--- src/rtl/wb_port_arbiter.sv ---
// Register-file write-port arbiter: in-order pipeline writebacks take priority over a small FIFO
// of late (out-of-order) results. It also provides a starvation freeze request and a pending-write lookup.
module wb_port_arbiter #(
    parameter int DEPTH        = 4,
    parameter int STARVE_LIMIT = 8
) (
    input  logic                     CLK,
    input  logic                     RESET,
    input  logic                     wb_valid,
    input  logic [4:0]               wb_reg,
    input  logic [31:0]              wb_data,
    input  logic                     late_valid,
    output logic                     late_ready,
    input  logic [4:0]               late_reg,
    input  logic [31:0]              late_data,
    output logic                     rf_we,
    output logic [4:0]               rf_waddr,
    output logic [31:0]              rf_wdata,
    output logic                     freeze_req,
    input  logic [4:0]               busy_query_reg,
    output logic                     busy_hit,
    output logic [$clog2(DEPTH):0]   fifo_count
);
    localparam int AW = $clog2(DEPTH);
    localparam int SW = $clog2(STARVE_LIMIT + 1);
    localparam logic [AW:0] CNT_ONE = 1;

    logic          live_q [DEPTH];
    logic [4:0]    reg_q  [DEPTH];
    logic [31:0]   data_q [DEPTH];
    logic [AW-1:0] rd_ptr;
    logic [AW-1:0] wr_ptr;
    logic [AW:0]   count;
    logic [SW-1:0] starve_cnt;

    logic head_live, head_dead, wb_ok, late_acc;
    logic take_wb, take_head, pop, blocked, starve_hit, enq_live;

    // Late handshake: a result transfers on a cycle where late_valid && late_ready;
    // late_ready depends only on occupancy, never on late_valid.
    always_comb begin
        head_live  = (count != '0) && live_q[rd_ptr];
        head_dead  = (count != '0) && !live_q[rd_ptr];
        wb_ok      = wb_valid && (wb_reg != 5'd0);
        late_ready = (count < (AW+1)'(DEPTH));
        late_acc   = late_valid && late_ready;
        take_wb    = 1'b0;
        take_head  = 1'b0;
        // A dead head is discarded without using the port, so the pipeline may still write.
        if (head_dead) begin
            take_wb = wb_ok && !freeze_req;
        end else if (freeze_req) begin
            take_head = head_live;
        end else if (wb_ok) begin
            take_wb = 1'b1;
        end else begin
            take_head = head_live;
        end
        pop        = head_dead || take_head;
        blocked    = head_live && !take_head;
        starve_hit = blocked && (starve_cnt == SW'(STARVE_LIMIT - 1));
        // The pipeline write is younger in program order, so a same-cycle late result to that reg is stale.
        enq_live   = (late_reg != 5'd0) && !(take_wb && (late_reg == wb_reg));
    end

    always_comb begin
        busy_hit = 1'b0;
        for (int i = 0; i < DEPTH; i++) begin
            if (live_q[i] && (reg_q[i] == busy_query_reg)) busy_hit = 1'b1;
        end
    end

    assign fifo_count = count;

    always_ff @(posedge CLK or negedge RESET) begin
        if (!RESET) begin
            for (int i = 0; i < DEPTH; i++) begin
                live_q[i] <= 1'b0;
                reg_q[i]  <= '0;
                data_q[i] <= '0;
            end
            rd_ptr     <= '0;
            wr_ptr     <= '0;
            count      <= '0;
            starve_cnt <= '0;
            freeze_req <= 1'b0;
            rf_we      <= 1'b0;
            rf_waddr   <= '0;
            rf_wdata   <= '0;
        end else begin
            if (take_wb) begin
                for (int i = 0; i < DEPTH; i++) begin
                    if (reg_q[i] == wb_reg) live_q[i] <= 1'b0;
                end
            end
            // Freed slots are marked dead so busy_hit needs no occupancy check.
            if (pop) begin
                live_q[rd_ptr] <= 1'b0;
                rd_ptr         <= rd_ptr + 1'b1;
            end
            if (late_acc) begin
                live_q[wr_ptr] <= enq_live;
                reg_q[wr_ptr]  <= late_reg;
                data_q[wr_ptr] <= late_data;
                wr_ptr         <= wr_ptr + 1'b1;
            end
            if (late_acc && !pop) count <= count + CNT_ONE;
            else if (!late_acc && pop) count <= count - CNT_ONE;

            if (!blocked) starve_cnt <= '0;
            else if (starve_cnt != SW'(STARVE_LIMIT)) starve_cnt <= starve_cnt + 1'b1;
            freeze_req <= starve_hit;

            rf_we <= take_wb || take_head;
            if (take_wb) begin
                rf_waddr <= wb_reg;
                rf_wdata <= wb_data;
            end else if (take_head) begin
                rf_waddr <= reg_q[rd_ptr];
                rf_wdata <= data_q[rd_ptr];
            end
        end
    end
endmodule

--- config.mk ---
export PLATFORM = sky130hd
export DESIGN_NAME = wb_port_arbiter
export DESIGN_NICKNAME = d
export VERILOG_FILES = /design/src/rtl/wb_port_arbiter.sv
export SDC_FILE = /design/constraint.sdc
export NUM_CORES = 1
export LEC_CHECK = 0
export CAP_MARGIN = 30
export CORE_ASPECT_RATIO = 0.7
export CORE_MARGIN = 8
export CORE_UTILIZATION = 30
export DETAILED_ROUTE_END_ITERATION = 6
export PLACE_DENSITY_LB_ADDON = 0.25
export SETUP_SLACK_MARGIN = 0.4
export SYNTH_ARGS = -nofsm -noshare
export SYNTH_HDL_FRONTEND = slang
export SYNTH_SLANG_ARGS = --single-unit
--- constraint.sdc ---
create_clock -name CLK -period 2.58 [get_ports CLK]
set_clock_uncertainty 0.15 [all_clocks]
set_input_delay 0.258 -clock CLK [delete_from_list [all_inputs] [get_ports CLK]]
set_output_delay 0.258 -clock CLK [all_outputs]
set_load 0.02 [all_outputs]
# Yosys cells after proc, flatten, opt, wreduce, memory -nomap -nowiden
# Index checks and enable logic that the tools add are counted.
[totals]
register_bits = 202
latchBits = 0
ram_bits = 0
rom_bits = 0
inputBits = 83
out_inout_bits = 44
elab_cells = 121
mem_count = 0
[op_classes]
addsub = 5
multipliers = 0
div = 0
order_cmp = 5
n_eq_ne = 12
n_shift = 0
mux = 45
n_bitwise = 4
n_reduce_logical = 30
[ops]
columns = ["operator", "n"]
rows = [
  ["$mux 32", 5],
  ["$bwmux 128", 1],
  ["$bmux 32 s2", 1],
  ["$demux 32 s2", 1],
  ["$eq 5x5->1", 9],
  ["$mux 5", 5],
  ["$bwmux 20", 1],
  ["$mux 4", 5],
  ["$mux 1", 18],
  ["$logic_and 1x1->1", 17],
  ["$bmux 5 s2", 1],
  ["$demux 5 s2", 1],
  ["$reduce_bool 5->1", 2],
  ["$ge 3x3->1 const B", 2],
  ["$logic_not 1->1", 6],
  ["$lt 3x1->1 const B", 2],
  ["$mux 3", 2],
  ["$not 2->3", 2],
  ["$add 2x1->2 const B", 2],
  ["$add 4x1->4 const B", 1],
  ["$and 4x4->4", 1],
  ["$bwmux 4", 1],
  ["$demux 1 s2", 2],
  ["$eq 4x3->1 const B", 1],
  ["other kinds (10)", 12],
]

# Logic depth before layout (Yosys ltp)
# Gate-level depths: netlist of the first run.
[depth]
ltp_word = 12
depth_mapped = 12
mapped_depth_nobuf = 10

# Worst setup path after synthesis of the first run
# Ideal clock, no wire load.
[synth_path]
kind = "input-to-reg"
start = "input port wb_reg[3]"
end = "register count[1] (netlist: fifo_count[1])"
setup_time_ns = 0.125
arrival_ns = 2.383
required_ns = 2.305
slack_ns = -0.078
path_stages = 10
path_buffers = 2
cell_sequence = "buf_2 or4_4 o21ai_4 o32a_1 buf_2 inv_1 ha_1 inv_1 fa_1 mux2_2"
[synth_between]
elab_chain_len = 9
elab_cells_between_ends = 11
classes_between = "mux: 4; reduce/logical: 7"
[synth_rtl]
columns = ["item", "line_no", "rtl"]
rows = [
  ["from (decl)", "10", "input logic [4:0] wb_reg,"],
  ["$reduce_bool 5->1 (*)", "44", "wb_ok = wb_valid && (wb_reg != 5'd0);"],
  ["$logic_and 1x1->1 (*)", "44", ""],
  ["$mux 1 (*)", "54", "end else if (wb_ok) begin"],
  ["$mux 1 (*)", "52", "end else if (freeze_req) begin"],
  ["$mux 1 (*)", "50", "if (head_dead) begin"],
  ["$logic_or 1x1->1 (*)", "59", "pop = head_dead || take_head;"],
  ["$logic_not 1->1", "107", "if (late_acc && !pop) count <= count + CNT_ONE;"],
  ["$logic_and 1x1->1", "107", ""],
  ["$mux 3 or $reduce_bool 2->1 (tied branches)", "--", ""],
  ["to (signal assigned)", "107", ""],
  ["to (signal assigned)", "108", "else if (!late_acc && pop) count <= count - CNT_ONE;"],
  ["to (decl)", "33", "logic [AW:0] count;"],
]
# Mark *: on every way between the ends. The rest lies on a longest branch, timed or not.
# A chain may end at the register's enable or synchronous reset.

# Final worst setup path of the first run
[layout_path]
start = "register live_q[2] in the netlist's numbering"
end = "register count[1] (netlist: fifo_count[1])"
[layout_between]
elab_chain_len = 11
elab_cells_between_ends = 15
classes_between = "mux: 7; reduce/logical: 8"
[layout_rtl]
columns = ["item", "line_no", "rtl"]
rows = [
  ["from (decl)", "28", "logic live_q [DEPTH];"],
  ["from (signal, indexed assignment)", "102", "live_q[wr_ptr] <= enq_live;"],
  ["$bmux 1 s2 (*)", "42, 43", ""],
  ["$mux 1 (not written as such) (*) (2 in series)", "42, 43", ""],
  ["$logic_and 1x1->1", "42", "head_live = (count != '0) && live_q[rd_ptr];"],
  ["$mux 1", "54", ""],
  ["$mux 1", "52", ""],
  ["$mux 1", "50", ""],
  ["$logic_or 1x1->1 (*)", "59", ""],
  ["$logic_not 1->1", "107", ""],
  ["$logic_and 1x1->1", "107", ""],
  ["$mux 3 or $reduce_bool 2->1 (tied branches)", "--", ""],
]
# Mark *: on every way between the ends. The rest lies on a longest branch, timed or not. The select of a mux whose other input is x is not followed.

==> impl_metrics.yaml, run 1 <==
sta:
  setup_viol: 0
  relSlewSlack_pct: 53.2
  worst_pin_slew_ps: 702
  hold_violations: 0
  fin_tns_setup_ps: 0
  period_needed_ps: 2340
  hold_ws_ps: 147
  rsz0062_at_grt: "true"
  drv_slew: 0
  finalCritPeriodShare_pct: 90.8
  fmaxAchievable_ghz: 0.427
worst_setup_path:
  cp-start-kind: "register"
  cp_common_cell: "inv_2"
  cp_slowest_stage_delay_ps: 500
  required_ps: 2810
  crit_slowest_cell: "mux4_2"
  cp_cell_sequence: "mux4_2 > inv_2 > o32a_1 > inv_2 > ha_4 > inv_2 > fa_2 > mux2_4"
  critical_path_class: "reg2reg"
  cp_max_fo: 3
  arrival_ps: 2570
  end_kind: "register"
final_layout:
  diodes: 0
  area_delta_synth_final_pct: 27.1
  layout-drive-gt1-share_pct: 32.5
  fin_nets: 920
  fin_util_pct: 38.8
global_route:
  antenna_found_initial: 1
  grt_max_degree: 53
  grt_pass1_vias: 6185
  grt_pass1_wl_um: 37900
  grt_overflow: 0
  grt_use_total_pct: 12.7
power:
  total_leakage_power_uw: 0.00514
  power.density_nw_per_um2: 1210
  ir_drop_mv: 0.650
  total_power_uw: 14700
clock_tree:
  clkLatencyLatePin_ps: 500
  htreeDepth: 1
  cts_root_buffer: "clkbuf_16"
  ctsLongestPathBuffers: 3
  cts_tree: "yes"
  clock-sinks: 202
  clk_pin_slew_worst_paths_ps: 60
  cts-buffers-inserted: 21
status:
  status: "finished, final reports clean"
detailed_routing:
  drcViolationCount: 0
  drt_wl_total_um: 24000
  route.vias.total: 5818
  vias_per_cell: 4.65
  routedWlPerCell_um: 19.2
  drtIter0Drc: 277
  dr.pass1.iters: 4
  antenna_left: 0
synth:
  ys_warn_count: 0
  async_reset_ff_share_pct: 100
  netlist_area_um2: 9560
  synth_nets: 773
  ys_ff_latch: 202
  syn-instance-count: 678
  synth_edf_count: 0
  syn_avg_cell_area_um2: 14.1
  yosysSeqAreaShare_pct: 52.9
  synth_cell_types: 39
  ys.flop_type: "dfrtp_1"
placed_design:
  dpl.hpwl_um: 16200
  place_congestion: 0.798
  port_buffers: 126
floorplan:
  fp.coreArea_um2: 31300
  num_rows: 54
  die_w_um: 229
  pin_count: 127
  start_util_pct: 30.5
  die_h_um: 165
  dieArea_um2: 37900
job:
  max-cap-violations: 0
worst_hold_path:
  hold_path.class: "in2async"
path summary, 6_finish.rpt:
check                              start            end  slack (ps)  cells after the start
min in group CLK             wb_data[19]   rf_wdata[19]         240                      3
min                                RESET    data_q[127]         150                      2
min reg2reg                starve_cnt[3]     freeze_req         340                      1
max in group asynchronous          RESET     data_q[86]        1490                      3
max reg2reg                    live_q[2]  fifo_count[1]         240                      8
max                            live_q[2]  fifo_count[1]         240                      8
stage by stage:
step	std cells	worst slack, ps	cell area (µm²)
4_1_cts	1246	257	12100
2_1_floorplan	678	30.6	9590
5_1_grt	1250	155	12100
6_report	1250	238	12100
3_5_place_dp	1216	-235	11500
3_3_place_gp	1216	-230	11500
synth_stat cells (all sizes together), types with 2 or more instances:
cell / n / share of area [%]
dfrtp: 202 / 53
mux2: 149 / 18
nor2: 42 / 1.6
a21oi: 40 / 2.1
mux4: 38 / 9.0
mux2i: 37 / 3.9
xnor2: 30 / 2.7
xor2: 23 / 2.1
buf: 22 / 1.9
clkbuf: 21 / 0.82
nand2: 13 / 0.54
ha: 11 / 1.4
inv: 10 / 0.39
nand3: 9 / 0.47
nor4: 5 / 0.33
o21ai: 5 / 0.38
o21bai: 3 / 0.24
o311ai: 3 / 0.28
or4: 3 / 0.27
nor2b: 2 / 0.13
layout by cell type (no fill, tap or decap), types with 2 or more instances in the layout:
cell type / instances
dfrtp_2: 2
o21ai_0: 2
o311ai_0: 3
inv_1: 7
nand2_1: 8
buf_4: 29
a21oi_1: 40
nor2_1: 42
ha_1: 10
mux4_2: 38
nor4_1: 5
clkbuf_16: 21
mux2_2: 148
o21bai_1: 3
mux2i_1: 37
clkdlybuf4s50_1: 123
nand3_1: 9
clkinv_2: 3
dfrtp_1: 200
xnor2_1: 30
buf_12: 11
clkbuf_8: 2
xor2_1: 23
clkbuf_1: 3
or4_1: 2
inv_2: 3
nand2_2: 5
flip-flops by register name, summed over array words and instances (netlist names):
register / count
rf_we: 1
rf_wdata: 32
live_q: 4
starve_cnt: 4
reg_q: 20
rf_waddr: 5
fifo_count: 3
data_q: 128
rd_ptr: 2
freeze_req: 1
wr_ptr: 2
power by group:
group,switching [µW],internal [µW]
Clock,1180,1490
Sequential,962,4740
Combinational,2710,3590
critical path: cells and delay by family, from the launching register on:
kind | cells | cell delay, ps
adder cells (fa/ha/maj) | 2 | 560
AO/OA/AOI/OAI | 1 | 160
multiplexers | 2 | 770
buffers and inverters | 3 | 160
flip-flops | 1 | 420
final cells by class:
class | instances | area, µm²
clock buffers | 25 | 551
clock inverters | 3 | 15.0
fillers | 2974 | 19100
inverters | 10 | 37.5
multi-input cells | 423 | 4240
flip-flops and latches | 202 | 5060
well taps | 420 | 526
repair buffers | 167 | 1720
metal layers:
metal  track usage (%)  vias to the layer above  part of all wire (%)  wire length [µm]
met5                 0                        -                 0.054                13
met4              2.08                        2                   1.4               331
met3              3.53                       30                   5.5              1330
met2              19.1                      116                    42             10100
met1              18.3                     2951                    51             12200
li1                  -                     2719                     -                 -
what timing repair did:
item / in CTS / in global routing
hold buffers: 1 / 0
pin swaps: 2 / 4
setup buffers: 1 / 4
resized for setup: 8 / 5
endpoints found under the hold margin: 94 / 0
cloned: 0 / 0
endpoints found under the setup margin: 7 / 8
kinds of logic after synthesis:
kind of cell / after synthesis / synth area share (%)
compound gates: 56 / 3.40
xor+xnor: 53 / 4.86
fa+ha+maj: 12 / 1.65
buf+inv: 53 / 3.14
flops: 202 / 52.9
mux: 224 / 30.4
simple gates: 78 / 3.65
(Power assumes the default switching activity.)
==> run 2, diff against run 1 <==
Settings changed: CTS_CLUSTER_DIAMETER from default to 50, CTS_CLUSTER_SIZE from default to 40, RECOVER_POWER from default to 25.
==> run 2 against run 1 <==
Compared with the run above:
- sequential share of layout area decreased by 0.95 points
- utilization is 0.91 points higher
- final cell count grew 1.1%
- critical path type unchanged
==> impl_metrics.yaml, run 2 (synthesis results as in run 1) <==
worst_setup_path:
  cp_common_cell: "inv_2"
  critPathTopFamily: "multiplexers"
  arrival_ps: 2570
  cp-start-kind: "register"
  cp_slowest_stage_delay_ps: 500
  cp_cell_sequence: "mux4_2 > inv_2 > o32a_1 > inv_2 > ha_4 > inv_2 > fa_2 > mux2_4"
  critical_path_class: "reg2reg"
  critPathBufInv: 3
  crit_slowest_cell: "mux4_2"
  required_ps: 2840
  end_kind: "register"
  cp_max_fo: 3
placed_design:
  dp_slack_ps: -235
  placed_area_um2: 11500
  dpl.hpwl_um: 16200
  place_congestion: 0.798
  port_buffers: 126
power:
  power.density_nw_per_um2: 1260
  total_leakage_power_uw: 0.00526
  total_power_uw: 15600
  ir_drop_mv: 0.619
clock_tree:
  clkLatencyLatePin_ps: 520
  cts_tree: "yes"
  ctsLongestPathBuffers: 3
  htreeDepth: 1
  cts-buffers-inserted: 22
  cts_root_buffer: "clkbuf_16"
  clock-sinks: 202
  clk_pin_slew_worst_paths_ps: 70
detailed_routing:
  antenna_left: 0
  routedWlPerCell_um: 19.0
  drcViolationCount: 0
  maxUsedRoutingLayer: "met5"
  vias_per_cell: 4.62
  wl_met2_um: 10100
  route.vias.total: 5835
  drtIter0Drc: 294
  wl_met3_um: 1340
  wl_met1_um: 12200
  drt_wl_total_um: 24000
  dr.pass1.iters: 4
global_route:
  grt_overflow: 0
  grt_pass1_vias: 6165
  antenna_found_initial: 1
  grt_pass1_wl_um: 38000
  grt_max_degree: 53
  grt_use_total_pct: 12.7
worst_hold_path:
  hold_path.class: "in2reg"
status:
  status: "finished, final reports clean"
sta:
  rsz0062_at_grt: "true"
  setup_viol: 0
  drv_slew: 0
  worst_pin_slew_ps: 1410
  hold_violations: 0
  relSlewSlack_pct: 5.97
  period_needed_ps: 2320
  fmaxAchievable_ghz: 0.431
  finalCritPeriodShare_pct: 89.9
  worst_slack_ps: 261
final_layout:
  layout_commonest_cell: "dfrtp_1"
  area_delta_synth_final_pct: 30.1
  fin_nets: 924
  final_cell_mix: "dfrtp_1, mux2_2, clkdlybuf4s50_1"
  largest_reg_flops: 128
  diodes: 0
  reg.largest.list: "data_q (128), rf_wdata (32), reg_q (20)"
  layout-drive-gt1-share_pct: 34.0
  finalInstanceArea_um2: 12400
  largest-register: "data_q"
floorplan:
  pin_count: 127
  num_rows: 54
  die_w_um: 229
  dieArea_um2: 37900
  die_h_um: 165
  start_util_pct: 30.5
  fp.coreArea_um2: 31300
job:
  max-cap-violations: 0
==> run 2: cell types whose count changed in the layout (fill, tap and decap cells not counted), moves of 2 or more <==
cell and delta:
buf_6 +2, bufinv_16 +6, clkinvlp_4 +2, inv_6 +2
==> run 2: timing repair <==
item | CTS | global route
setup endpoints to repair | 8 | 7
hold buffers | 1 | 0
pin swaps | 3 | 6
endpoints found under the hold margin | 202 | 0
gates cloned | 0 | 0
setup buffers | 4 | 4
resized for setup | 10 | 6
==> run 2: worst paths after layout <==
check                              start       endpoint  slack (ps)  cells after the start
hold reg to reg            starve_cnt[3]     freeze_req         330                      1
setup / recovery               live_q[2]  fifo_count[1]         260                      8
setup reg to reg               live_q[2]  fifo_count[1]         260                      8
min in group asynchronous          RESET  starve_cnt[2]         480                      2
hold / removal               wb_data[19]   rf_wdata[19]         220                      3
max in group asynchronous          RESET      rd_ptr[0]         710                      3
==> run 2: final cells by class <==
class | instances | area [µm²]
clock buffer | 25 | 582
clock inverter | 14 | 250
fill | 2940 | 18900
inverter | 10 | 37.5
multi-input combinational | 423 | 4250
sequential | 202 | 5060
tap | 420 | 526
timing repair buffer | 170 | 1730
==> run 2: per-stage QoR <==
| stage | hold WS, ps | utilization, % | std cells | TNS, ps |
|---|---|---|---|---|
| after floorplan | -188 | - | 678 | 0 |
| after global placement | 108 | 36.8 | 1216 | -640 |
| after detailed placement | 109 | 36.8 | 1216 | -775 |
| after CTS | 120 | 39.6 | 1260 | 0 |
| after global routing | 196 | 39.7 | 1264 | 0 |
| final | 215 | 39.7 | 1264 | 0 |
==> run 2: worst register-to-register path, delay by kind of cell, from the launching register on <==
| kind | cells | cell delay (ps) |
|---|---|---|
| AOI/OAI and AO/OA | 1 | 150 |
| adders and majority gates | 2 | 560 |
| buffers and inverters | 3 | 160 |
| DFF | 1 | 420 |
| muxes | 2 | 770 |
==> run 2: report_power, final <==
part           internal (µW)  switching, µW  leakage [µW]
logic                   3620           2730       0.00244
registers               4740            953       0.00242
clock network           2240           1360      0.000402
total                  10600           5040       0.00526
==> run 2: per-layer routing <==
| metal | vias up | track usage, % |
|---|---|---|
| li1 | 2737 | - |
| met4 | 2 | 2.14 |
| met2 | 130 | 19.0 |
| met3 | 27 | 3.45 |
| met5 | - | 0 |
| met1 | 2939 | 18.5 |
